### config.mk
export PLATFORM = sky130hd
export DESIGN_NAME = nav_arbiter_flat
export DESIGN_NICKNAME = d
export VERILOG_FILES = /design/src/rtl/nav_arbiter_if.sv /design/src/rtl/nav_arbiter.sv /design/src/flat_wrapper.sv
export SDC_FILE = /design/constraint.sdc
export NUM_CORES = 1
export LEC_CHECK = 0
export ABC_AREA = 1
export CAP_MARGIN = 20
export CORE_MARGIN = 2
export CORE_UTILIZATION = 49
export DETAILED_ROUTE_END_ITERATION = 8
export GPL_TIMING_DRIVEN = 0
export PLACE_DENSITY = 0.75
export SYNTH_ARGS = -nofsm -noshare
export SYNTH_HDL_FRONTEND = slang
export SYNTH_SLANG_ARGS = --single-unit
### constraint.sdc
create_clock -name clk -period 1.6 [get_ports clk]
set_input_delay 0.16 -clock clk [delete_from_list [all_inputs] [get_ports clk]]
set_output_delay 0.16 -clock clk [all_outputs]
set_load 0.01 [all_outputs]
### src/rtl/nav_arbiter_if.sv
// nav_arbiter_if
//   Bundles every handshake/data signal between the two requesters (M = manual
//   command path, S = autonomous maze solver), the navigate unit and the
//   arbiter. Clock and reset stay outside the interface.
//
//   master : environment side (requesters + navigate + fault clear)
//   slave  : arbiter side (nav_arbiter)
//
//   Signals:
//     m_/s_strt_hdng, m_/s_strt_mv   requester start pulses
//     m_/s_dsrd_hdng [11:0]          requester desired heading
//     m_/s_stp_lft, m_/s_stp_rght    requester stop-at-opening bits
//     m_done, s_done                 one-cycle completion pulse per requester
//     nav_strt_hdng, nav_strt_mv     start pulses to navigate
//     nav_dsrd_hdng [11:0]           heading to navigate
//     nav_stp_lft, nav_stp_rght      stop bits to navigate
//     mv_cmplt                       navigate completion pulse
//     clr_fault                      clears the watchdog fault
//     nav_fault                      sticky watchdog fault
//     busy                           operation in flight
interface nav_arbiter_if;
    logic        m_strt_hdng;
    logic        m_strt_mv;
    logic [11:0] m_dsrd_hdng;
    logic        m_stp_lft;
    logic        m_stp_rght;
    logic        m_done;

    logic        s_strt_hdng;
    logic        s_strt_mv;
    logic [11:0] s_dsrd_hdng;
    logic        s_stp_lft;
    logic        s_stp_rght;
    logic        s_done;

    logic        nav_strt_hdng;
    logic        nav_strt_mv;
    logic [11:0] nav_dsrd_hdng;
    logic        nav_stp_lft;
    logic        nav_stp_rght;
    logic        mv_cmplt;

    logic        clr_fault;
    logic        nav_fault;
    logic        busy;

    modport master (
        output m_strt_hdng, m_strt_mv, m_dsrd_hdng, m_stp_lft, m_stp_rght,
        output s_strt_hdng, s_strt_mv, s_dsrd_hdng, s_stp_lft, s_stp_rght,
        output mv_cmplt, clr_fault,
        input  m_done, s_done,
        input  nav_strt_hdng, nav_strt_mv, nav_dsrd_hdng, nav_stp_lft, nav_stp_rght,
        input  nav_fault, busy
    );

    modport slave (
        input  m_strt_hdng, m_strt_mv, m_dsrd_hdng, m_stp_lft, m_stp_rght,
        input  s_strt_hdng, s_strt_mv, s_dsrd_hdng, s_stp_lft, s_stp_rght,
        input  mv_cmplt, clr_fault,
        output m_done, s_done,
        output nav_strt_hdng, nav_strt_mv, nav_dsrd_hdng, nav_stp_lft, nav_stp_rght,
        output nav_fault, busy
    );
endinterface

### src/rtl/nav_arbiter.sv
// nav_arbiter
//   Shares the single navigate unit between requester M (manual commands) and
//   requester S (maze solver). Each requester's start pulse is captured into a
//   one-deep pending slot; one operation at a time is issued to navigate, its
//   mv_cmplt is routed back to the owning requester only, and a watchdog
//   raises a sticky fault if navigate never completes.
//
//   Ports:
//     clk     system clock
//     rst_n   asynchronous active-low reset
//     bus     nav_arbiter_if.slave (requester, navigate and fault signals)
//
//   Parameters:
//     TIMEOUT_CYC  cycles allowed in WAIT before fault (>= 2)
//     RST_HDNG     reset value of nav_dsrd_hdng
module nav_arbiter #(
    parameter int unsigned TIMEOUT_CYC = 50_000_000,
    parameter logic [11:0] RST_HDNG    = 12'h000
) (
    input logic          clk,
    input logic          rst_n,
    nav_arbiter_if.slave bus
);

    localparam int unsigned   TW     = $clog2(TIMEOUT_CYC + 1);
    localparam logic [TW-1:0] T_LAST = TW'(TIMEOUT_CYC - 1);

    // Requester index: bit 0 = M, bit 1 = S.
    localparam logic REQ_M = 1'b0;
    localparam logic REQ_S = 1'b1;

    typedef enum logic [1:0] {
        IDLE,
        ISSUE,
        WAIT,
        FAULT
    } state_t;

    state_t          state;
    logic [TW-1:0]   timer;
    logic            owner;
    logic            rr_last;

    // Per-requester pending slot.
    logic [1:0]       pend;
    logic [1:0]       op_hdng;
    logic [1:0][11:0] hdng;
    logic [1:0]       lft;
    logic [1:0]       rght;

    // Registered outputs.
    logic        m_done_reg;
    logic        s_done_reg;
    logic        strt_hdng_reg;
    logic        strt_mv_reg;
    logic [11:0] dsrd_hdng_reg;
    logic        stp_lft_reg;
    logic        stp_rght_reg;
    logic        fault_reg;
    logic        busy_reg;

    logic [1:0]  strt_h;
    logic [1:0]  strt_m;
    logic        in_flight;
    logic [1:0]  cap_ok;
    logic [1:0]  cap;
    logic        gnt_sel;

    always_comb begin
        strt_h    = {bus.s_strt_hdng, bus.m_strt_hdng};
        strt_m    = {bus.s_strt_mv, bus.m_strt_mv};
        in_flight = (state == ISSUE) || (state == WAIT);

        // A requester can be captured only if its slot is empty, it is not
        // the owner of the operation in flight, and no fault is pending.
        cap_ok[0] = (state != FAULT) && !pend[0] && !(in_flight && owner == REQ_M);
        cap_ok[1] = (state != FAULT) && !pend[1] && !(in_flight && owner == REQ_S);
        cap       = cap_ok & (strt_h | strt_m);

        // Tie goes to whoever was not granted last; otherwise the only one.
        gnt_sel = (pend == 2'b11) ? ~rr_last : pend[1];
    end

    always_ff @(posedge clk or negedge rst_n) begin
        if (!rst_n) begin
            state         <= IDLE;
            timer         <= '0;
            owner         <= REQ_M;
            rr_last       <= REQ_S;
            pend          <= '0;
            op_hdng       <= '0;
            hdng          <= '0;
            lft           <= '0;
            rght          <= '0;
            m_done_reg    <= 1'b0;
            s_done_reg    <= 1'b0;
            strt_hdng_reg <= 1'b0;
            strt_mv_reg   <= 1'b0;
            dsrd_hdng_reg <= RST_HDNG;
            stp_lft_reg   <= 1'b0;
            stp_rght_reg  <= 1'b0;
            fault_reg     <= 1'b0;
            busy_reg      <= 1'b0;
        end else begin
            m_done_reg    <= 1'b0;
            s_done_reg    <= 1'b0;
            strt_hdng_reg <= 1'b0;
            strt_mv_reg   <= 1'b0;

            // Heading start takes precedence over a simultaneous move start.
            if (cap[0]) begin
                pend[0]    <= 1'b1;
                op_hdng[0] <= strt_h[0];
                hdng[0]    <= bus.m_dsrd_hdng;
                lft[0]     <= bus.m_stp_lft;
                rght[0]    <= bus.m_stp_rght;
            end
            if (cap[1]) begin
                pend[1]    <= 1'b1;
                op_hdng[1] <= strt_h[1];
                hdng[1]    <= bus.s_dsrd_hdng;
                lft[1]     <= bus.s_stp_lft;
                rght[1]    <= bus.s_stp_rght;
            end

            case (state)
                IDLE: begin
                    if (pend != 2'b00) begin
                        owner          <= gnt_sel;
                        rr_last        <= gnt_sel;
                        pend[gnt_sel]  <= 1'b0;
                        dsrd_hdng_reg  <= hdng[gnt_sel];
                        stp_lft_reg    <= lft[gnt_sel];
                        stp_rght_reg   <= rght[gnt_sel];
                        // Start pulse is registered here so it is high
                        // exactly during the ISSUE cycle.
                        strt_hdng_reg  <= op_hdng[gnt_sel];
                        strt_mv_reg    <= ~op_hdng[gnt_sel];
                        busy_reg       <= 1'b1;
                        state          <= ISSUE;
                    end
                end

                ISSUE: begin
                    timer <= '0;
                    state <= WAIT;
                end

                WAIT: begin
                    timer <= timer + 1'b1;
                    if (bus.mv_cmplt) begin
                        if (owner == REQ_M) begin
                            m_done_reg <= 1'b1;
                        end else begin
                            s_done_reg <= 1'b1;
                        end
                        busy_reg <= 1'b0;
                        state    <= IDLE;
                    end else if (timer == T_LAST) begin
                        // Overrides any capture made on this same edge.
                        pend      <= '0;
                        fault_reg <= 1'b1;
                        busy_reg  <= 1'b0;
                        state     <= FAULT;
                    end
                end

                FAULT: begin
                    if (bus.clr_fault) begin
                        fault_reg <= 1'b0;
                        state     <= IDLE;
                    end
                end

                default: state <= IDLE;
            endcase
        end
    end

    assign bus.m_done        = m_done_reg;
    assign bus.s_done        = s_done_reg;
    assign bus.nav_strt_hdng = strt_hdng_reg;
    assign bus.nav_strt_mv   = strt_mv_reg;
    assign bus.nav_dsrd_hdng = dsrd_hdng_reg;
    assign bus.nav_stp_lft   = stp_lft_reg;
    assign bus.nav_stp_rght  = stp_rght_reg;
    assign bus.nav_fault     = fault_reg;
    assign bus.busy          = busy_reg;

endmodule

### src/flat_wrapper.sv
// flat-port wrapper written by rule: the top's interface ports become plain ports
module nav_arbiter_flat 
#(
    parameter int unsigned TIMEOUT_CYC = 50_000_000,
    parameter logic [11:0] RST_HDNG    = 12'h000
)
  (clk, rst_n, bus_m_strt_hdng, bus_m_strt_mv, bus_m_dsrd_hdng, bus_m_stp_lft, bus_m_stp_rght, bus_s_strt_hdng, bus_s_strt_mv, bus_s_dsrd_hdng, bus_s_stp_lft, bus_s_stp_rght, bus_mv_cmplt, bus_clr_fault, bus_m_done, bus_s_done, bus_nav_strt_hdng, bus_nav_strt_mv, bus_nav_dsrd_hdng, bus_nav_stp_lft, bus_nav_stp_rght, bus_nav_fault, bus_busy);
  nav_arbiter_if bus_i ();
  input logic clk;
  input logic rst_n;
  input wire logic [$bits(bus_i.m_strt_hdng)-1:0] bus_m_strt_hdng;
  input wire logic [$bits(bus_i.m_strt_mv)-1:0] bus_m_strt_mv;
  input wire logic [$bits(bus_i.m_dsrd_hdng)-1:0] bus_m_dsrd_hdng;
  input wire logic [$bits(bus_i.m_stp_lft)-1:0] bus_m_stp_lft;
  input wire logic [$bits(bus_i.m_stp_rght)-1:0] bus_m_stp_rght;
  input wire logic [$bits(bus_i.s_strt_hdng)-1:0] bus_s_strt_hdng;
  input wire logic [$bits(bus_i.s_strt_mv)-1:0] bus_s_strt_mv;
  input wire logic [$bits(bus_i.s_dsrd_hdng)-1:0] bus_s_dsrd_hdng;
  input wire logic [$bits(bus_i.s_stp_lft)-1:0] bus_s_stp_lft;
  input wire logic [$bits(bus_i.s_stp_rght)-1:0] bus_s_stp_rght;
  input wire logic [$bits(bus_i.mv_cmplt)-1:0] bus_mv_cmplt;
  input wire logic [$bits(bus_i.clr_fault)-1:0] bus_clr_fault;
  output wire logic [$bits(bus_i.m_done)-1:0] bus_m_done;
  output wire logic [$bits(bus_i.s_done)-1:0] bus_s_done;
  output wire logic [$bits(bus_i.nav_strt_hdng)-1:0] bus_nav_strt_hdng;
  output wire logic [$bits(bus_i.nav_strt_mv)-1:0] bus_nav_strt_mv;
  output wire logic [$bits(bus_i.nav_dsrd_hdng)-1:0] bus_nav_dsrd_hdng;
  output wire logic [$bits(bus_i.nav_stp_lft)-1:0] bus_nav_stp_lft;
  output wire logic [$bits(bus_i.nav_stp_rght)-1:0] bus_nav_stp_rght;
  output wire logic [$bits(bus_i.nav_fault)-1:0] bus_nav_fault;
  output wire logic [$bits(bus_i.busy)-1:0] bus_busy;
  assign bus_i.m_strt_hdng = bus_m_strt_hdng;
  assign bus_i.m_strt_mv = bus_m_strt_mv;
  assign bus_i.m_dsrd_hdng = bus_m_dsrd_hdng;
  assign bus_i.m_stp_lft = bus_m_stp_lft;
  assign bus_i.m_stp_rght = bus_m_stp_rght;
  assign bus_i.s_strt_hdng = bus_s_strt_hdng;
  assign bus_i.s_strt_mv = bus_s_strt_mv;
  assign bus_i.s_dsrd_hdng = bus_s_dsrd_hdng;
  assign bus_i.s_stp_lft = bus_s_stp_lft;
  assign bus_i.s_stp_rght = bus_s_stp_rght;
  assign bus_i.mv_cmplt = bus_mv_cmplt;
  assign bus_i.clr_fault = bus_clr_fault;
  assign bus_m_done = bus_i.m_done;
  assign bus_s_done = bus_i.s_done;
  assign bus_nav_strt_hdng = bus_i.nav_strt_hdng;
  assign bus_nav_strt_mv = bus_i.nav_strt_mv;
  assign bus_nav_dsrd_hdng = bus_i.nav_dsrd_hdng;
  assign bus_nav_stp_lft = bus_i.nav_stp_lft;
  assign bus_nav_stp_rght = bus_i.nav_stp_rght;
  assign bus_nav_fault = bus_i.nav_fault;
  assign bus_busy = bus_i.busy;
  nav_arbiter #(.TIMEOUT_CYC(TIMEOUT_CYC), .RST_HDNG(RST_HDNG)) u_core (.clk(clk), .rst_n(rst_n), .bus(bus_i));
endmodule
# ---- Word-level counts from Yosys, hierarchy flattened
# Index checks and enable logic that the tools add are counted.
dict set report word_totals {
  regBits 82
  inputBits 36
}
dict set report op_classes {
  n_addsub 1
  n_lt_le_gt_ge 2
  n_eq_ne 11
  muxes 41
  bitwise 7
  n_reduce_logical 21
}
# op n
set ops {}
lappend ops {{26-bit one-hot mux with 2 select lines} 1}
lappend ops {{26-bit by 1-bit adder with 26-bit output (second input constant)} 1}
lappend ops {{26-bit == test (second input constant)} 1}
lappend ops {{1-bit 2-to-1 mux} 26}
lappend ops {{12-bit 2-to-1 mux} 2}
lappend ops {{2-bit 2-to-1 mux} 7}
lappend ops {{2-bit != test (second input constant)} 4}
lappend ops {{2-bit one-hot mux with 4 select lines} 1}
lappend ops {{2-bit nonzero test} 4}
lappend ops {{1-bit logical AND} 7}
lappend ops {{2-bit == test (second input constant)} 3}
lappend ops {{3-bit AND reduction} 2}
lappend ops {{2-bit bitwise AND} 2}
lappend ops {{1-bit logical NOT} 4}
lappend ops {{1-bit one-hot mux with 2 select lines} 2}
lappend ops {{2-bit one-hot mux with 2 select lines} 1}
lappend ops {{4-bit AND reduction} 1}
lappend ops {{3-bit != test (second input constant)} 1}
lappend ops {{1-bit inverter} 3}
lappend ops {{2-bit by 1-bit == test with 1-bit output (second input constant)} 1}
lappend ops {{2-bit logical NOT} 1}
lappend ops {{1-bit by 2-bit < comparator with 1-bit output (second input constant)} 1}
lappend ops {{2-bit by 1-bit != test with 1-bit output (second input constant)} 1}
lappend ops {{2-bit inverter} 1}
lappend ops {{other kinds (5)} 5}

# ---- Logic depth before layout (Yosys ltp)
dict set report logic_depth {
  word_depth 10
  mapped_depth 12
  ltp_nobuf 11
}

# ---- Least setup slack after synthesis
# Ideal clock, no wire load.
dict set report synth_path {
  path_kind {reg2reg}
  from {register u_core.state[0]}
  to {register u_core.hdng[21] (netlist bit)}
  arrival_ps 1589
  setup_slack_ps -116
  stages_incl_launch_ff 8
  n_path_buf 2
  synth_period_minus_slack_ps 1716
  cell_sequence {dfrtp_1 inv_1 ha_1 buf_6 a21oi_2 o211ai_4 buf_6 mux2_1}
}
dict set report synth_between {
  elab_chain_cells 6
}
# element line
set synth_lines {}
lappend synth_lines {{from (decl)} nav_arbiter.sv:39} ;# state_t state;
lappend synth_lines {{from (signal assigned)} nav_arbiter.sv:86} ;# state <= IDLE;
lappend synth_lines {{from (signal assigned)} nav_arbiter.sv:140} ;# state <= ISSUE;
lappend synth_lines {{from (signal assigned)} nav_arbiter.sv:146} ;# state <= WAIT;
lappend synth_lines {{2-bit by 1-bit == test with 1-bit output or 2-bit == test (tied branches)} nav_arbiter.sv:72} ;# in_flight = (state == ISSUE) || (state == WAIT);
lappend synth_lines {{1-bit logical OR} nav_arbiter.sv:72}
lappend synth_lines {{1-bit logical AND} nav_arbiter.sv:77} ;# cap_ok[1] = (state != FAULT) && !pend[1] && !(in_flight && owner == REQ_S);
lappend synth_lines {{1-bit logical NOT} nav_arbiter.sv:77}
lappend synth_lines {{1-bit logical AND (*)} nav_arbiter.sv:77}
lappend synth_lines {{2-bit bitwise AND (*)} nav_arbiter.sv:78} ;# cap = cap_ok & (strt_h | strt_m);
lappend synth_lines {{to (decl)} nav_arbiter.sv:47} ;# logic [1:0][11:0] hdng;
# Mark *: on every way between the ends. The rest lies on a longest branch, timed or not.
# A chain may end at the register's enable or synchronous reset.

# ---- Worst setup path after layout
dict set report layout_path {
  from {register u_core.state[1]}
  to {register u_core.hdng[22] (netlist bit)}
}
# Same word-level chain as after synthesis.

==> out/qor.csv <==
stage,metric,value,unit
timing,period_needed,1.70,ns
floorplan,die_area,8830,sq um
drt,dr_wl_met3,427,microns
global_route,grt_pass1_wl,15.6,mm
setup_path,cp.arrival,1.94,ns
drt,route.detailed.drc,0,
clock_network,cts_root_buf,clkbuf_8,
drt,wl_met2,4.76,mm
synthesis,syn-cell-area,3970,sq um
setup_path,timing.critical_path.buf_inv,3,
synthesis,netlist-cell-type-count,34,
drt,vias_per_cell,5.32,
drt,dr.pass1.iters,4,
setup_path,path_delay_family,buffers and inverters,
clock_network,numCtsBuffers,9,
drt,drt-total-wl,9.67,mm
placed_design,gp_congestion,0.871,
drt,wire_per_inst,14.6,microns
power,p_leak,0.00244,uW
floorplan,core-area,7770,sq um
timing,setup_viol,37,
placed_design,placedCellCount,625,
synthesis,yosys.area.top_type,dfrtp_1,
synthesis,synth-edff-count,0,
hold_path,min_path_type,input port to async pin,
setup_path,cp_slowest_stage_delay,0.41,ns
setup_path,startpoint_type,flip-flop,
setup_path,path_max_fanout,10,
timing,hold_violations,0,
drt,top_layer,met4,
finish,multiInputGateArea,1870,sq um
finish,max_flop_register,u_core.timer,
synthesis,netlist_top_cells_area,"dfrtp_1 51%, nand2_1 9.2%, nand3_1 6.9%, inv_1 5.0%, nor2_1 4.8%",
timing,rsz0062_at_grt,true,
finish,design_area,5330,sq um
synthesis,synthArstFlopShare,1.00,
placed_design,dpl-instance-area,4710,sq um
timing,maxSlewHeadroom,0.750,
finish,largest_reg_flops,26,
run_status,violations,negative setup slack,
floorplan,initial_utilization,0.511,
setup_path,worst-setup-path-type,flip-flop to flip-flop,
synthesis,synthMostInstantiatedCell,nand2_1,
placed_design,portBuffers,55,
flow_run,cap_violations,0,
finish,fillers,603,
floorplan,die_x,94.0,microns
placed_design,dp_hpwl,6.31,mm
synthesis,yosys_register_bits,82,
global_route,grt_start_max_net_pins,67,
power,peakVddDrop,0.998,mV
finish,antenna_cells,0,
setup_path,critical-path-slowest-cell,dfrtp_1,
synthesis,synthCells,467,
setup_path,cp.required,1.84,ns
synthesis,synth_flop_cell,dfrtp_1,
synthesis,synth_top_area_frac,0.511,
synthesis,ys_seq_area_frac,0.518,
finish,register_area,2050,sq um
timing,timing.final.crit_share,1.06,
finish,layout-drive-gt1-share,0.238,
synthesis,ys_warn_count,0,
clock_network,htree_levels,3,
timing,max_slew.worst_pin.slew,0.372,ns
floorplan,die_h,94.0,microns
drt,vias,3522,
setup_path,crit_chain,"inv_2, ha_4, buf_4, a21oi_4, o211ai_4, buf_12, mux2_4",
clock_network,cts_buffer_depth,2,
setup_path,end_kind,flip-flop,
floorplan,fp-row-count,32,
power,powerDensity,1780,nW/um^2
timing,slew_viol_final,0,
drt,dr.first_iter.drc_count,199,
global_route,gr-total-overflow,0,
clock_network,clk_latency,0.35,ns
clock_network,clock_sinks,82,
timing,fmax,587,MHz
timing,setup_slack,-0.103,ns
synthesis,synth_common_cells,"97 x nand2_1, 81 x dfrtp_1, 55 x nand3_1",
clock_network,clk_pin_slew_worst_paths,0.09,ns
drt,m1WireLength,4.30,mm
global_route,antenna_found_initial,0,
clock_network,cts_tree,built,
synthesis,syn-num-nets,507,
drt,ant_nets,0,
floorplan,pin_count,56,
finish,final_nets,595,
timing,finClkSkew,0.00855,ns
finish,final_cell_count_no_fill,662,
global_route,grt_use_total,0.224,
finish,synthToLayoutAreaGrowth,34.5,%
synthesis,syn_area_per_cell,8.49,sq um
run_status,status,finished with violations,
global_route,grt_pass1_vias,3420,
## what timing repair did
item,CTS,global route
pin swaps,9,20
endpoints found under the hold margin,16,0
gates resized for setup,36,67
endpoints found under the setup margin,68,70
hold buffers,1,0
buffers inserted,9,11
gates cloned,3,0
## worst reg2reg max path: cells and delay by family (launching register included)
family / cells / cell delay [ns]
AO/OA/AOI/OAI: 2 / 0.24
adder cells (fa/ha/maj): 1 / 0.24
buffers and inverters: 3 / 0.41
flip-flops: 1 / 0.41
multiplexers: 1 / 0.29
## per-stage QoR
stage / hold slack, ns / setup slack [ns] / TNS (ns) / utilization / power [uW]
floorplan: -0.136 / -0.0208 / -0.0785 / - / 5630
global placement: 0.456 / -2.49 / -210.99 / 0.603 / 6840
detailed placement: 0.0462 / -0.276 / -10.20 / 0.606 / 6970
CTS: 0.211 / -0.0430 / -0.202 / 0.656 / 8960
global route: 0.227 / -0.181 / -5.66 / 0.687 / 10100
finish: 0.208 / -0.103 / -1.75 / 0.687 / 9510
## path summary, 6_finish.rpt
kind                                   end           startpoint  slack (ns)  depth (start not counted)
min in group clk           u_core.hdng[11]  bus_m_dsrd_hdng[11]        0.33                          3
hold reg to reg             u_core.rr_last       u_core.rr_last        0.46                          2
hold / removal             u_core.timer[5]                rst_n        0.21                          2
setup / recovery           u_core.hdng[22]      u_core.state[1]       -0.10                          7
setup reg to reg           u_core.hdng[22]      u_core.state[1]       -0.10                          7
max in group asynchronous   u_core.rr_last                rst_n        0.76                          3
## layer usage
layer	GRT usage	up-vias
li1	-	1690
met1	0.299	1705
met2	0.375	105
met3	0.0321	22
met4	0.0797	0
met5	0	-
## cell type report
class	count	share of cell area
plain buffers	10	0.0185
well taps	102	0.0239
flip-flops and latches	82	0.385
repair buffers	80	0.146
inverters	55	0.0401
clock inverters	6	0.00938
multi-input cells	317	0.351
clock buffers	10	0.0258
## cell families after synthesis
group,share of synthesized area
AND/OR/NAND/NOR,0.270
flip-flops,0.518
buffers and inverters,0.0700
AO/OA/AOI/OAI,0.0852
multiplexers,0.0426
adder cells (fa/ha/maj),0.0126
XOR/XNOR,0.00221
## layout by cell type (no fill, tap or decap), drive strengths merged
master	instances
o21ai	32
a21oi	18
ha	4
dlygate4sd3	1
nor2	61
or2	3
o211ai	3
dfrtp	81
clkinvlp	2
clkbuf	13
a31oi	1
o21a	3
clkdlybuf4s50	54
mux2	15
o21bai	2
nand2	102
nand3b	1
clkinv	2
xor2	1
dfstp	1
buf	32
inv	57
and3	2
nand4	5
nand3	57
nor3	7
## report_power, final
part | switching (uW) | leakage (uW) | internal [uW]
clock | 811 | 0.0000895 | 623
sequential | 432 | 0.00104 | 2800
combinational | 2520 | 0.00130 | 2320
total | 3760 | 0.00244 | 5750
No activity file was read; power rests on OpenSTA's default activity.
